$ cat src/rtl/mux_scan_ctrl.sv
// mux_scan_ctrl: scan sequencer for a 2**SEL_W:1 mux.
// Drives every select index, waits SETTLE cycles, samples the mux output and
// assembles the results into a parallel word. The host uses a start/busy/done handshake.
//
// Optional feature: define MUX_SCAN_AUTO_EN to add the auto_run input. When auto_run
// is high in DONE, a new scan starts back-to-back and busy stays high.
//
// Ports:
//   clk           rising-edge clock
//   rst_n         asynchronous active-low reset
//   start         scan request, sampled only in IDLE
//   auto_run      (MUX_SCAN_AUTO_EN only) restart a scan directly from DONE
//   mux_out       mux output bit, assumed settled
//   sel           select driven to the mux
//   busy          high from the first DRIVE cycle through the DONE cycle
//   sample_valid  one-cycle pulse in each SAMPLE cycle
//   sample_idx    index being sampled (equals sel while sample_valid)
//   data_out      last completed scan, bit i = mux_out with sel = i
//   done          one-cycle pulse in the DONE cycle
module mux_scan_ctrl #(
  parameter int unsigned SEL_W  = 2,
  parameter int unsigned SETTLE = 1
) (
  input  logic                    clk,
  input  logic                    rst_n,
  input  logic                    start,
`ifdef MUX_SCAN_AUTO_EN
  input  logic                    auto_run,
`endif
  input  logic                    mux_out,
  output logic [SEL_W-1:0]        sel,
  output logic                    busy,
  output logic                    sample_valid,
  output logic [SEL_W-1:0]        sample_idx,
  output logic [(2**SEL_W)-1:0]   data_out,
  output logic                    done
);

  localparam int unsigned NIn = 2 ** SEL_W;
  localparam logic [SEL_W-1:0] IdxLast = SEL_W'(NIn - 1);
  localparam logic [3:0]       CntLast = 4'(SETTLE - 1);

  typedef enum logic [1:0] {StIdle, StDrive, StSample, StDone} state_e;

  state_e           state_q, state_d;
  logic [SEL_W-1:0] idx_q, idx_d;
  logic [3:0]       cnt_q, cnt_d;
  logic [NIn-1:0]   shadow_q, shadow_d;
  logic [NIn-1:0]   data_q, data_d;
  logic [SEL_W-1:0] sel_q, sel_d;
  logic [SEL_W-1:0] sidx_q, sidx_d;
  logic             busy_q, busy_d;
  logic             sv_q, sv_d;
  logic             done_q, done_d;
  logic             restart;

`ifdef MUX_SCAN_AUTO_EN
  assign restart = auto_run;
`else
  assign restart = 1'b0;
`endif

  always_comb begin
    state_d  = state_q;
    idx_d    = idx_q;
    cnt_d    = cnt_q;
    shadow_d = shadow_q;
    data_d   = data_q;

    case (state_q)
      StIdle: begin
        if (start) begin
          state_d = StDrive;
          idx_d   = '0;
          cnt_d   = '0;
        end
      end
      StDrive: begin
        cnt_d = cnt_q + 4'd1;
        if (cnt_q == CntLast) state_d = StSample;
      end
      StSample: begin
        shadow_d[idx_q] = mux_out;
        if (idx_q == IdxLast) begin
          state_d = StDone;
          // Load on the edge into DONE so data_out is already valid while done is high.
          data_d  = shadow_d;
        end else begin
          state_d = StDrive;
          idx_d   = idx_q + SEL_W'(1);
          cnt_d   = '0;
        end
      end
      StDone: begin
        state_d = StIdle;
        if (restart) begin
          state_d = StDrive;
          idx_d   = '0;
          cnt_d   = '0;
        end
      end
      default: state_d = StIdle;
    endcase

    // Outputs are registered: derive their next values from the next state.
    busy_d = (state_d != StIdle);
    sv_d   = (state_d == StSample);
    done_d = (state_d == StDone);
    sel_d  = ((state_d == StDrive) || (state_d == StSample)) ? idx_d : sel_q;
    sidx_d = (state_d == StSample) ? idx_d : sidx_q;
  end

  always_ff @(posedge clk or negedge rst_n) begin
    if (!rst_n) begin
      state_q  <= StIdle;
      idx_q    <= '0;
      cnt_q    <= '0;
      shadow_q <= '0;
      data_q   <= '0;
      sel_q    <= '0;
      sidx_q   <= '0;
      busy_q   <= 1'b0;
      sv_q     <= 1'b0;
      done_q   <= 1'b0;
    end else begin
      state_q  <= state_d;
      idx_q    <= idx_d;
      cnt_q    <= cnt_d;
      shadow_q <= shadow_d;
      data_q   <= data_d;
      sel_q    <= sel_d;
      sidx_q   <= sidx_d;
      busy_q   <= busy_d;
      sv_q     <= sv_d;
      done_q   <= done_d;
    end
  end

  assign sel          = sel_q;
  assign busy         = busy_q;
  assign sample_valid = sv_q;
  assign sample_idx   = sidx_q;
  assign data_out     = data_q;
  assign done         = done_q;

endmodule

$ cat config.mk
export PLATFORM = sky130hd
export DESIGN_NAME = mux_scan_ctrl
export DESIGN_NICKNAME = d
export VERILOG_FILES = /design/src/rtl/mux_scan_ctrl.sv
export SDC_FILE = /design/constraint.sdc
export NUM_CORES = 1
export LEC_CHECK = 0
export CAP_MARGIN = 20
export CORE_AREA = 10 10 55 57
export DETAILED_ROUTE_END_ITERATION = 12
export DIE_AREA = 0 0 65 67
export PLACE_DENSITY = 0.74
export SLEW_MARGIN = 20
export SYNTH_ARGS = -nofsm -noshare
export SYNTH_HDL_FRONTEND = slang
export SYNTH_SLANG_ARGS = --single-unit
$ cat constraint.sdc
create_clock -name clk -period 2.1 [get_ports clk]
set_clock_uncertainty 0.15 [all_clocks]
set_input_delay 0.42 -clock clk [delete_from_list [all_inputs] [get_ports clk]]
set_output_delay 0.42 -clock clk [all_outputs]
set_load 0.05 [all_outputs]
======== Word-level counts from Yosys, hierarchy flattened ========
Index checks and enable logic that the tools add are counted.
storage, ports and cells
  output and inout bits ................... 11
  word-level logic and storage cells ...... 44
  latch bits .............................. 0
  flip-flop bits (word level) ............. 23
  memory bits (read-only) ................. 0
  input port bits ......................... 4
  memory bits (writable) .................. 0
  memories kept ........................... 0
operators by class
  bitwise operators ....................... 1
  reductions and logical operators ........ 7
  div/mod/pow operators ................... 0
  magnitude comparators ................... 2
  add/sub/neg operators ................... 2
  shifts and indexed selects .............. 0
  multipliers ............................. 0
  muxes and demuxes ....................... 13
  equal/unequal tests ..................... 9
operators with widths
  cell                 number
  $pmux 4 s3           1
  $eq 2x2->1 const B   5
  $mux 2               5
  $mux 4               2
  $pmux 2 s4           1
  $add 4x1->4 const B  1
  $bwmux 4             1
  $eq 2x1->1 const B   2
  $logic_not 4->1      1
  $ne 2x2->1 const B   2
  $pmux 2 s2           1
  $lt 2x3->1 const B   1
  $reduce_and 3->1     1
  $add 2x1->2 const B  1
  $demux 1 s2          1
  $ge 2x1->1 const B   1
  $logic_not 2->1      1
  $reduce_and 2->1     1
  $reduce_bool 2->1    1
  $logic_and 1x1->1    1
  $logic_or 1x1->1     1
  $mux 1               1
  $not 1->1            1

======== Logic depth before layout (Yosys ltp) ========
  depth in word-level cells ............... 5
  depth in mapped cells ................... 9
  depth with buffers taken out ............ 9

======== Worst setup path after synthesis ========
Ideal clock, no wire load.
  path type ............................... reg-to-reg
  start ................................... reg cnt_q[0]
  end ..................................... reg sel_q[1], in the netlist sel[1]
  required time ........................... 1.868 ns
  stages on the path, launching flop included .. 10
  period minus slack after synthesis ...... 1.723 ns
  buffers on the path ..................... 0
  library setup time ...................... 0.082 ns
  arrival time ............................ 1.491 ns
  setup slack ............................. 0.377 ns
  path through ............................ dfrtp_1 -> inv_1 -> ha_1 -> nor3b_1 -> nand2_1 -> nand2_1 -> ha_1 -> inv_1 -> nor2_1 -> a31oi_1
between the ends
  cells in the longest elaborated chain, start to end .. 5
  elaborated cells between the ends (all ways) .. 6
  those cells by class .................... 2 x eq/ne; 2 x mux; 2 x reduce/logical
RTL lines
  element                                          RTL line  text
  from (decl)                                      47        logic [3:0] cnt_q, cnt_d;
  from (signal assigned)                           128       cnt_q <= cnt_d;
  $logic_not 4->1 (*)                              80        if (cnt_q == CntLast) state_d = StSample;
  $mux 2 (*)                                       80
  $pmux 2 s4 (*)                                   70        case (state_q)
  $eq 2x1->1 / $eq 2x2->1 (equally long branches)  109       sel_d = ((state_d == StDrive) || (state_d == StSample)) ? idx_d : sel_q;
  $logic_or 1x1->1 (*)                             109
  to (signal assigned)                             131       sel_q <= sel_d;
  to (decl)                                        50        logic [SEL_W-1:0] sel_q, sel_d;
Mark *: on every way between the ends. The rest lies on a longest branch, timed or not.
A chain may end at the register's enable or synchronous reset.

======== Worst setup path after layout ========
  start ................................... reg sidx_q[0], in the netlist sample_idx[0]
  end ..................................... out sample_idx[0]
RTL lines
  element                 RTL line  text
  from (decl)             51        logic [SEL_W-1:0] sidx_q, sidx_d;
  from (signal assigned)  132       sidx_q <= sidx_d;
  to (decl)               34        output logic [SEL_W-1:0] sample_idx,
No word-level cell between the ends.

==> flow_metrics.tcl <==
set metrics [dict create \
    whs_ps 292.4 \
    worst-slew-pin-transition_ps 521.9 \
    endpoint_kind "output port" \
    reg2reg_setup_slack_ps 180 \
    grt_overflow_total 0 \
    remaining_drc_errors 0 \
    fp.dieH_microns 67 \
    syn_nets 93 \
    dr.pass1.iters 4 \
    synth_area_sq_um 987.2 \
    grt_use_met1_pct 10.84 \
    yosys_warnings 0 \
    crit_chain "clkdlybuf4s50_1" \
    ir_drop_uv 1160 \
    initial_core_util_pct 50.84 \
    cts_htree_levels 1 \
    place_inst 125 \
    maxCapViolations 0 \
    ys_seq_elements 22 \
    ys_async_sr_fraction_pct 100.0 \
    fin_crit_ps 2051 \
    ant_nets 0 \
    die_x_microns 65 \
    num_antenna_cells 0 \
    setup.worst_path.class "register to output port" \
    post_drt_via_cell_ratio 5.194 \
    ios 15 \
    antenna_found_initial 0 \
    synth_edf_count 0 \
    hold_violations 0 \
    clock.fmax_mhz 487.5 \
    grt.met3_usage_pct 3.846 \
    nets 113 \
    place_ws_ps -3.571 \
    drv_slew 0 \
    rsz0062_at_grt "no" \
    die_area_sq_um 4355 \
    slowest_stage "clkdlybuf4s50_1" \
    track_usage_pct 9.320 \
    core_area_sq_um 1942 \
    fin_cells 129 \
    register_area_sq_um 550.5 \
    routedWlPerCell_microns 14.52 \
    yosysSeqAreaShare_pct 55.77 \
    row_count 16 \
    grt_util_met2_pct 14.04 \
    critPathLaunchType "register" \
    nFillCells 168 \
    ys_top_cells_by_area "dfrtp_1 (56%), mux2_2 (9.1%), ha_1 (7.6%)" \
    cts_tree "built" \
    place.gp.congestion 0.7646 \
    setup_viol 0 \
    period_share_pct 97.68 \
    hp-class "input port to async pin" \
    multiInputGateArea_sq_um 411.6 \
    busiest_layer "met2" \
    tns_ps 0 \
    cts_buffer_depth 2 \
    critPathBufInv 1 \
    worstPathRequired_ps 1530 \
    port_buffers 14 \
    num_vias 670 \
    clock-sinks 22 \
    grt_pass1_wl_microns 3132 \
    path_delay_family "buffers and inverters" \
    path_clk_slew_ps 110 \
    synth_top_area_cell "dfrtp_1" \
    cts_root_buf "clkbuf_4" \
    critPathMaxFanout 2 \
    clk_latency_ps 310 \
    synth.avg_cell_area_sq_um 11.89 \
    finalWirelength_microns 1873 \
    netlist.area_leader.share_pct 55.77 \
    dp_hpwl_microns 1376 \
    grt_max_degree 23 \
    cts_hold_buffers 0 \
    power_density_nw_per_um2 1694 \
    post-cts-setup-buffers 0 \
    synth_cell_types 24 \
    syn2layout_area_growth_pct 22.81 \
    cpPeakStageDelay_ps 810 \
    drive_gt1_share_pct 20.59 \
    status "finished, final reports clean" \
    arrival_ps 1480 \
    cts_buffers 3 \
    relSlewSlack_pct 65.15 \
    p_total_mw 2.054 \
    fin_ws_ps 48.81 \
    grt_pass1_vias 666 \
    leakage_nw 0.6249 \
    synthCells 83 \
    synth-main-ff-cell "dfrtp_1" \
    dr.first_iter.drc_count 20 \
]
## logic make-up after synthesis
logic type	Yosys count	synth area share, %
AND/OR/NAND/NOR	25	13.69
adder cells (fa/ha/maj)	6	7.604
multiplexers	8	9.126
AO/OA/AOI/OAI	13	9.886
XOR/XNOR	1	0.8874
flip-flops	22	55.77
buffers and inverters	8	3.042
## metal layers
layer  part of all wire [%]  routed length [microns]  vias up
li1                       -                        -      323
met3                    5.7                      107        5
met1                     44                      829      330
met5                      0                        0        -
met2                     47                      886       12
met4                    2.7                       50        0
## power by group
| group | internal [mW] | switching, mW | total [mW] |
|---|---|---|---|
| logic | 0.401 | 0.668 | 1.07 |
| clock network | 0.106 | 0.125 | 0.230 |
| registers | 0.611 | 0.143 | 0.754 |
## timing repair
action                     4_1_cts  5_1_grt
setup endpoints to repair        0        6
hold endpoints to repair         0        0
resized for setup                0        5
## area by class of cell
class | count | share of cell area (%)
inverters | 8 | 2.477
repair buffers | 15 | 12.38
clock buffers | 4 | 2.993
flip-flops and latches | 22 | 45.41
multi-input cells | 53 | 33.95
well taps | 27 | 2.786
## final timing paths
check | depth (start not counted) | end | start
hold / removal | 2 | sample_valid$_DFF_PN0_ | rst_n
max in group asynchronous | 2 | data_out[3]$_DFFE_PN0P_ | rst_n
setup / recovery | 1 | sample_idx[0] | sample_idx[0]$_DFFE_PN0N_
hold reg to reg | 1 | data_out[0]$_DFFE_PN0P_ | shadow_q[0]$_DFFE_PN0P_
min in group clk | 1 | data_out[0]$_DFFE_PN0P_ | shadow_q[0]$_DFFE_PN0P_
setup reg to reg | 9 | sel[0]$_DFFE_PN0P_ | cnt_q[0]$_DFFE_PN0P_
## synth_stat cells, types with 2 or more instances
| cell | instances |
|---|---|
| mux2_2 | 8 |
| dfrtp_1 | 22 |
| nor2_1 | 5 |
| o21ai_0 | 3 |
| inv_1 | 8 |
| nor3b_1 | 2 |
| nand3_1 | 3 |
| a22o_1 | 2 |
| ha_1 | 6 |
| nand2_1 | 7 |
| a31oi_1 | 4 |
## worst register-to-register path, cell delays in order (launching register included)
cell	delay, ps
dfrtp_1	430
inv_1	70
ha_1	140
nor3b_2	210
nand2_1	130
nand2_1	140
ha_1	240
inv_1	110
nor2_1	60
a31oi_1	170
## sequential cells by signal, indices dropped and copies added, names as in the netlist
name	flops
sample_valid	1
busy	1
done	1
data_out	4
cnt_q	4
sample_idx	2
idx_q	2
state_q	2
sel	2
shadow_q	3
## stage by stage
stage	cell area, sq um	utilization, %
floorplan	987.2	-
global placement	1161	59.79
detailed placement	1161	59.79
CTS	1197	61.66
global route	1212	62.44
finish	1212	62.44
## cell usage in the layout (no fill, tap or decap), drive strengths merged
master         count
nor2               5
clkbuf             4
nand2b             1
dfrtp             22
o21a               1
dlymetal6s2s       4
o21bai             1
nor2b              2
a31oi              4
inv                8
nor3b              2
a221o              1
mux2               8
buf                4
nand2              7
and2               1
and2b              2
clkdlybuf4s50      7
ha                 6
a22o               2
o21ai              3
a2bb2oi            1
nand3              4
and3               1
xnor2              1
Power figures use the tool's default switching activity.
